--- src/rtl/sevseg_scan_ctrl.sv ---
// Seven-segment digit scanner: runtime-programmable prescaler plus an N-digit anode scan FSM.
// Inserts a blanking gap between digits and skips digits masked off in digit_en_i.
module sevseg_scan_ctrl #(
  parameter int unsigned NUM_DIGITS       = 4,
  parameter int unsigned DIV_W            = 16,
  parameter int unsigned DEFAULT_DIV      = 4999,
  parameter int unsigned BLANK_CYC        = 16,
  parameter bit          ANODE_ACTIVE_LOW = 1'b1,
  localparam int unsigned SEL_W           = $clog2(NUM_DIGITS)
) (
  input  logic                  clk_i,
  input  logic                  rst_ni,
  input  logic                  en_i,
  input  logic [DIV_W-1:0]      div_val_i,
  input  logic                  div_load_i,
  input  logic [NUM_DIGITS-1:0] digit_en_i,
  output logic                  tick_o,
  output logic                  clk_div_o,
  output logic [SEL_W-1:0]      digit_sel_o,
  output logic [NUM_DIGITS-1:0] anode_o,
  output logic                  blank_o,
  output logic                  frame_done_o
);

  localparam int unsigned BcntW     = (BLANK_CYC > 1) ? $clog2(BLANK_CYC) : 1;
  localparam int unsigned BlankLast = (BLANK_CYC > 0) ? BLANK_CYC - 1 : 0;

  typedef enum logic [1:0] {StIdle, StBlank, StDrive} state_e;

  // Prescaler state
  logic [DIV_W-1:0] cnt_q, cnt_d;
  logic [DIV_W-1:0] div_q, div_d;
  logic [DIV_W-1:0] shadow_q, shadow_d;
  logic             pend_q, pend_d;
  logic             tick_q, tick_d;
  logic             clk_div_q, clk_div_d;

  // Scan state
  state_e           state_q, state_d;
  logic [SEL_W-1:0] sel_q, sel_d;
  logic [BcntW-1:0] bcnt_q, bcnt_d;
  logic             frame_done_q, frame_done_d;

  logic             wrap;
  logic             apply;
  logic             blank_done;
  logic [SEL_W-1:0] next_sel;
  logic             next_found;
  logic [SEL_W-1:0] low_sel;
  logic [NUM_DIGITS-1:0] anode_act;

  assign wrap       = (cnt_q == div_q);
  // Shadow divisor only lands on a period boundary, or straight away when idle.
  assign apply      = pend_q & (~en_i | wrap);
  assign blank_done = (BLANK_CYC <= 1) || (bcnt_q == BcntW'(BlankLast));

  // Prescaler counter, tick/clk_div generation and divisor shadowing
  always_comb begin
    cnt_d     = cnt_q;
    tick_d    = 1'b0;
    clk_div_d = clk_div_q;
    if (en_i) begin
      if (wrap) begin
        cnt_d     = '0;
        tick_d    = 1'b1;
        clk_div_d = ~clk_div_q;
      end else begin
        cnt_d = cnt_q + DIV_W'(1);
      end
    end else begin
      cnt_d = '0;
    end
    // A load in the apply cycle stays pending: the old shadow is consumed first.
    shadow_d = div_load_i ? div_val_i : shadow_q;
    pend_d   = div_load_i | (pend_q & ~apply);
    div_d    = apply ? shadow_q : div_q;
  end

  // Circular search from sel_q+1 for the next enabled digit (sel_q itself is the last candidate)
  always_comb begin
    next_sel   = sel_q;
    next_found = 1'b0;
    for (int k = int'(NUM_DIGITS); k >= 1; k--) begin
      int               tmp;
      logic [SEL_W-1:0] idx;
      tmp = int'(sel_q) + k;
      if (tmp >= int'(NUM_DIGITS)) tmp = tmp - int'(NUM_DIGITS);
      idx = SEL_W'(tmp);
      if (digit_en_i[idx]) begin
        next_sel   = idx;
        next_found = 1'b1;
      end
    end
  end

  // Lowest enabled digit, used to seed the scan when leaving idle
  always_comb begin
    low_sel = sel_q;
    for (int i = int'(NUM_DIGITS) - 1; i >= 0; i--) begin
      if (digit_en_i[SEL_W'(i)]) low_sel = SEL_W'(i);
    end
  end

  // Scan FSM next-state, digit advance and frame_done
  always_comb begin
    state_d      = state_q;
    sel_d        = sel_q;
    bcnt_d       = bcnt_q;
    frame_done_d = 1'b0;
    unique case (state_q)
      StIdle: begin
        if (en_i) begin
          state_d = StBlank;
          bcnt_d  = '0;
          if (|digit_en_i) sel_d = low_sel;
        end
      end
      StBlank: begin
        if (!en_i) begin
          state_d = StIdle;
        end else if (!blank_done) begin
          bcnt_d = bcnt_q + BcntW'(1);
        end else if (|digit_en_i) begin
          state_d = StDrive;
          // Digit got masked while blanking: skip forward to an enabled one.
          if (!digit_en_i[sel_q]) sel_d = next_sel;
        end
      end
      StDrive: begin
        if (!en_i) begin
          state_d = StIdle;
        end else if (tick_q) begin
          state_d = StBlank;
          bcnt_d  = '0;
          if (next_found) begin
            sel_d        = next_sel;
            frame_done_d = (next_sel <= sel_q);
          end
        end
      end
      default: state_d = StIdle;
    endcase
  end

  // All state registers, asynchronously reset
  always_ff @(posedge clk_i or negedge rst_ni) begin
    if (!rst_ni) begin
      cnt_q        <= '0;
      div_q        <= DIV_W'(DEFAULT_DIV);
      shadow_q     <= '0;
      pend_q       <= 1'b0;
      tick_q       <= 1'b0;
      clk_div_q    <= 1'b0;
      state_q      <= StIdle;
      sel_q        <= '0;
      bcnt_q       <= '0;
      frame_done_q <= 1'b0;
    end else begin
      cnt_q        <= cnt_d;
      div_q        <= div_d;
      shadow_q     <= shadow_d;
      pend_q       <= pend_d;
      tick_q       <= tick_d;
      clk_div_q    <= clk_div_d;
      state_q      <= state_d;
      sel_q        <= sel_d;
      bcnt_q       <= bcnt_d;
      frame_done_q <= frame_done_d;
    end
  end

  // Anode drive: one-hot only in DRIVE, polarity applied last
  always_comb begin
    anode_act = '0;
    if (state_q == StDrive) anode_act[sel_q] = 1'b1;
    anode_o = ANODE_ACTIVE_LOW ? ~anode_act : anode_act;
  end

  assign blank_o      = (state_q != StDrive);
  assign tick_o       = tick_q;
  assign clk_div_o    = clk_div_q;
  assign digit_sel_o  = sel_q;
  assign frame_done_o = frame_done_q;

endmodule

--- config.mk ---
export PLATFORM = sky130hd
export DESIGN_NAME = sevseg_scan_ctrl
export DESIGN_NICKNAME = d
export VERILOG_FILES = /design/src/rtl/sevseg_scan_ctrl.sv
export SDC_FILE = /design/constraint.sdc
export NUM_CORES = 1
export LEC_CHECK = 0
export BUFFER_PORTS_ARGS = -buffer_cell sky130_fd_sc_hd__buf_2
export CAP_MARGIN = 20
export CORE_UTILIZATION = 40
export CTS_BUF_LIST = sky130_fd_sc_hd__clkbuf_2 sky130_fd_sc_hd__clkbuf_4 sky130_fd_sc_hd__clkbuf_8
export CTS_CLUSTER_DIAMETER = 50
export DETAILED_ROUTE_END_ITERATION = 6
export SLEW_MARGIN = 20
export SYNTH_ARGS = -nofsm -noshare
export SYNTH_HDL_FRONTEND = slang
export SYNTH_SLANG_ARGS = --single-unit
--- constraint.sdc ---
create_clock -name clk_i -period 2.4 [get_ports clk_i]
set_clock_uncertainty 0.05 [all_clocks]
set_input_delay 0.48 -clock clk_i [delete_from_list [all_inputs] [get_ports clk_i]]
set_output_delay 0.48 -clock clk_i [all_outputs]
set_load 0.005 [all_outputs]
==> flow_summary.json <==
{
  "status": "finished, final reports clean",
  "core-area_mm2": 0.00737,
  "rows": 31,
  "viasPerCell": 4.89,
  "numCtsBuffers": 9,
  "mostFrequentLayoutCells": "dfrtp_1 (53), buf_2 (33), nor2_1 (25), mux2_2 (25), xnor2_1 (23)",
  "worstMarginPinSlew_ns": 0.471,
  "peakVddDrop_v": 0.000308,
  "crit_fanout": 16,
  "post_drt_wl_per_cell_um": 13.7,
  "hold_viol": 0,
  "synth.avg_cell_area_um2": 11.6,
  "dpl-instance-area_mm2": 0.00338,
  "grt-ovfl-total": 0,
  "startpoint_type": "register",
  "worstSetupPathType": "register to register",
  "fillCellCount": 695,
  "p_leak_nw": 1.61,
  "clkSlewWorstSetupHoldPaths_ns": 0.07,
  "final_common_cell": "dfrtp_1",
  "grt_start_max_net_pins": 24,
  "wl_um": 5640,
  "syn_nets": 304,
  "rsz0062_at_grt": "no",
  "power_density_mw_per_mm2": 905,
  "cap_viol_max_count": 0,
  "fmax_mhz": 474,
  "antenna_found_initial": 0,
  "cts_resized": 0,
  "setup_viol": 0,
  "power_mw": 3.25,
  "hold_buffers": 0,
  "synth.yosys.seq_area_share_pct": 49.0,
  "first_global_vias": 2005,
  "synth.area.top_cells": "dfrtp_1 (43%), mux2_2 (9.1%), xnor2_1 (6.5%)",
  "initial_core_util_pct": 41.9,
  "slew_violations": 0,
  "ioPinCount": 34,
  "slew_headroom_pct": 68.4,
  "grt_use_total_pct": 15.6,
  "cts_tree": "built",
  "place.port_buffers": 33,
  "synthToLayoutAreaGrowth_pct": 16.3,
  "grt_pass1_wl_um": 9870,
  "ys_types": 35,
  "post-route-cell-area_mm2": 0.00359,
  "syn_inst": 267,
  "fin_crit_sh_pct": 87.8,
  "crit_arrival_ns": 2.27,
  "synth_area_mm2": 0.00308,
  "num_antenna_cells": 0,
  "finalSetupTns_ns": 0,
  "dr.pass1.iters": 4,
  "htreeDepth": 3,
  "dp_hpwl_um": 3940,
  "ant_nets": 0,
  "design.die.area_mm2": 0.00807,
  "die_w_um": 89.8,
  "drt-initial-drc-count": 98,
  "clock-sinks": 60,
  "nets": 345,
  "place.gp.congestion": 0.794,
  "cts_root_buf": "clkbuf_8",
  "synth_top_area_share_pct": 43.0,
  "yosysTopAreaCell": "dfrtp_1",
  "insertion_delay_ns": 0.33,
  "vias": 2013,
  "die-height_um": 89.8,
  "postCtsSetupBuffers": 0,
  "ys.warnings.count": 0,
  "clockBufferDepth": 2,
  "yosys_register_bits": 60,
  "drc": 0,
  "required_ns": 2.56,
  "hold_path.class": "input port to async pin",
  "layout-drive-gt1-share_pct": 32.3,
  "end_kind": "register",
  "fin_crit_ns": 2.11
}
## worst max-delay path: stages (launching register included)
cell and delay (ns):
dfstp_2 0.54, xnor2_1 0.12, nand4_1 0.20, o41ai_4 0.47
nand2_4 0.26, mux2_4 0.36
## metrics by stage
stage,instances,worst slack [ns],utilization [%],hold slack [ns]
finish,412,0.292,48.7,0.00993
global route,412,0.160,48.7,0.0145
CTS,412,0.289,48.7,0.00695
detailed placement,396,0.302,45.9,0.379
global placement,396,0.343,45.9,0.379
floorplan,267,0.0751,-,0.134
## registers in the layout (all words and copies together), names as in the netlist
name,cells
cnt_q,16
div_q,16
digit_sel_o,2
tick_o,1
clk_div_o,1
bcnt_q,4
state_q,2
shadow_q,16
frame_done_o,1
pend_q,1
## layer usage
metal / vias to the layer above / share of wire (%) / track usage (%)
li1: 1008 / - / -
met2: 34 / 44 / 22.5
met3: 8 / 3.3 / 4.40
met1: 963 / 51 / 22.2
met4: 0 / 1.2 / 5.74
met5: - / 0 / 0
## cell type report
cell class	instances	area (um^2)	area share, %
Timing Repair Buffer	40	218	6.07
Clock inverter	4	47.5	1.33
Inverter	9	33.8	0.942
Tap cell	99	124	3.45
Clock buffer	12	159	4.43
Sequential cell	60	1510	42.1
Multi-Input combinational cell	188	1500	41.7
## report_power, final
part / internal, mW / switching (mW) / leakage [nW] / total [mW]
clock: 0.544 / 0.392 / 0.106 / 0.936
combinational: 0.512 / 0.510 / 0.764 / 1.02
sequential: 1.17 / 0.118 / 0.742 / 1.29
total: 2.23 / 1.02 / 1.61 / 3.25
## kinds of logic after synthesis
family,count (synthesis),synth area share (%)
flip-flops,60,49.0
XOR/XNOR,31,8.80
multiplexers,41,16.3
AND/OR/NAND/NOR,73,11.1
adder cells (fa/ha/maj),13,5.27
AO/OA/AOI/OAI,30,6.98
buffers and inverters,19,2.56
## cells in the mapped netlist (all sizes together)
master / instances
or3: 1
nand3: 8
o21ai: 8
nor2: 25
a22o: 3
clkbuf: 8
dfstp: 7
nor2b: 1
nand2b: 4
mux2: 35
o311a: 1
o21bai: 2
ha: 13
buf: 2
o31ai: 3
nor4: 1
nand2: 18
mux2i: 5
and3: 6
nand4: 5
dfrtp: 53
a21oi: 7
xnor2: 23
a41oi: 1
mux4: 1
inv: 9
nor3: 4
o221ai: 2
o22ai: 1
a31oi: 1
xor2: 8
o41ai: 1
## path summary, 6_finish.rpt
| check | depth (start not counted) | from | endpoint | slack (ns) |
|---|---|---|---|---|
| setup / recovery | 5 | div_q[2] | div_q[6] | 0.29 |
| min in group clk_i | 2 | div_val_i[11] | shadow_q[11] | 0.32 |
| hold / removal | 1 | rst_ni | digit_sel_o[0] | 0.01 |
| setup reg to reg | 5 | div_q[2] | div_q[6] | 0.29 |
| max in group asynchronous | 2 | rst_ni | div_q[2] | 1.60 |
| hold reg to reg | 1 | clk_div_o | clk_div_o | 0.42 |
Note: power is estimated with default switching activity, not from simulation.
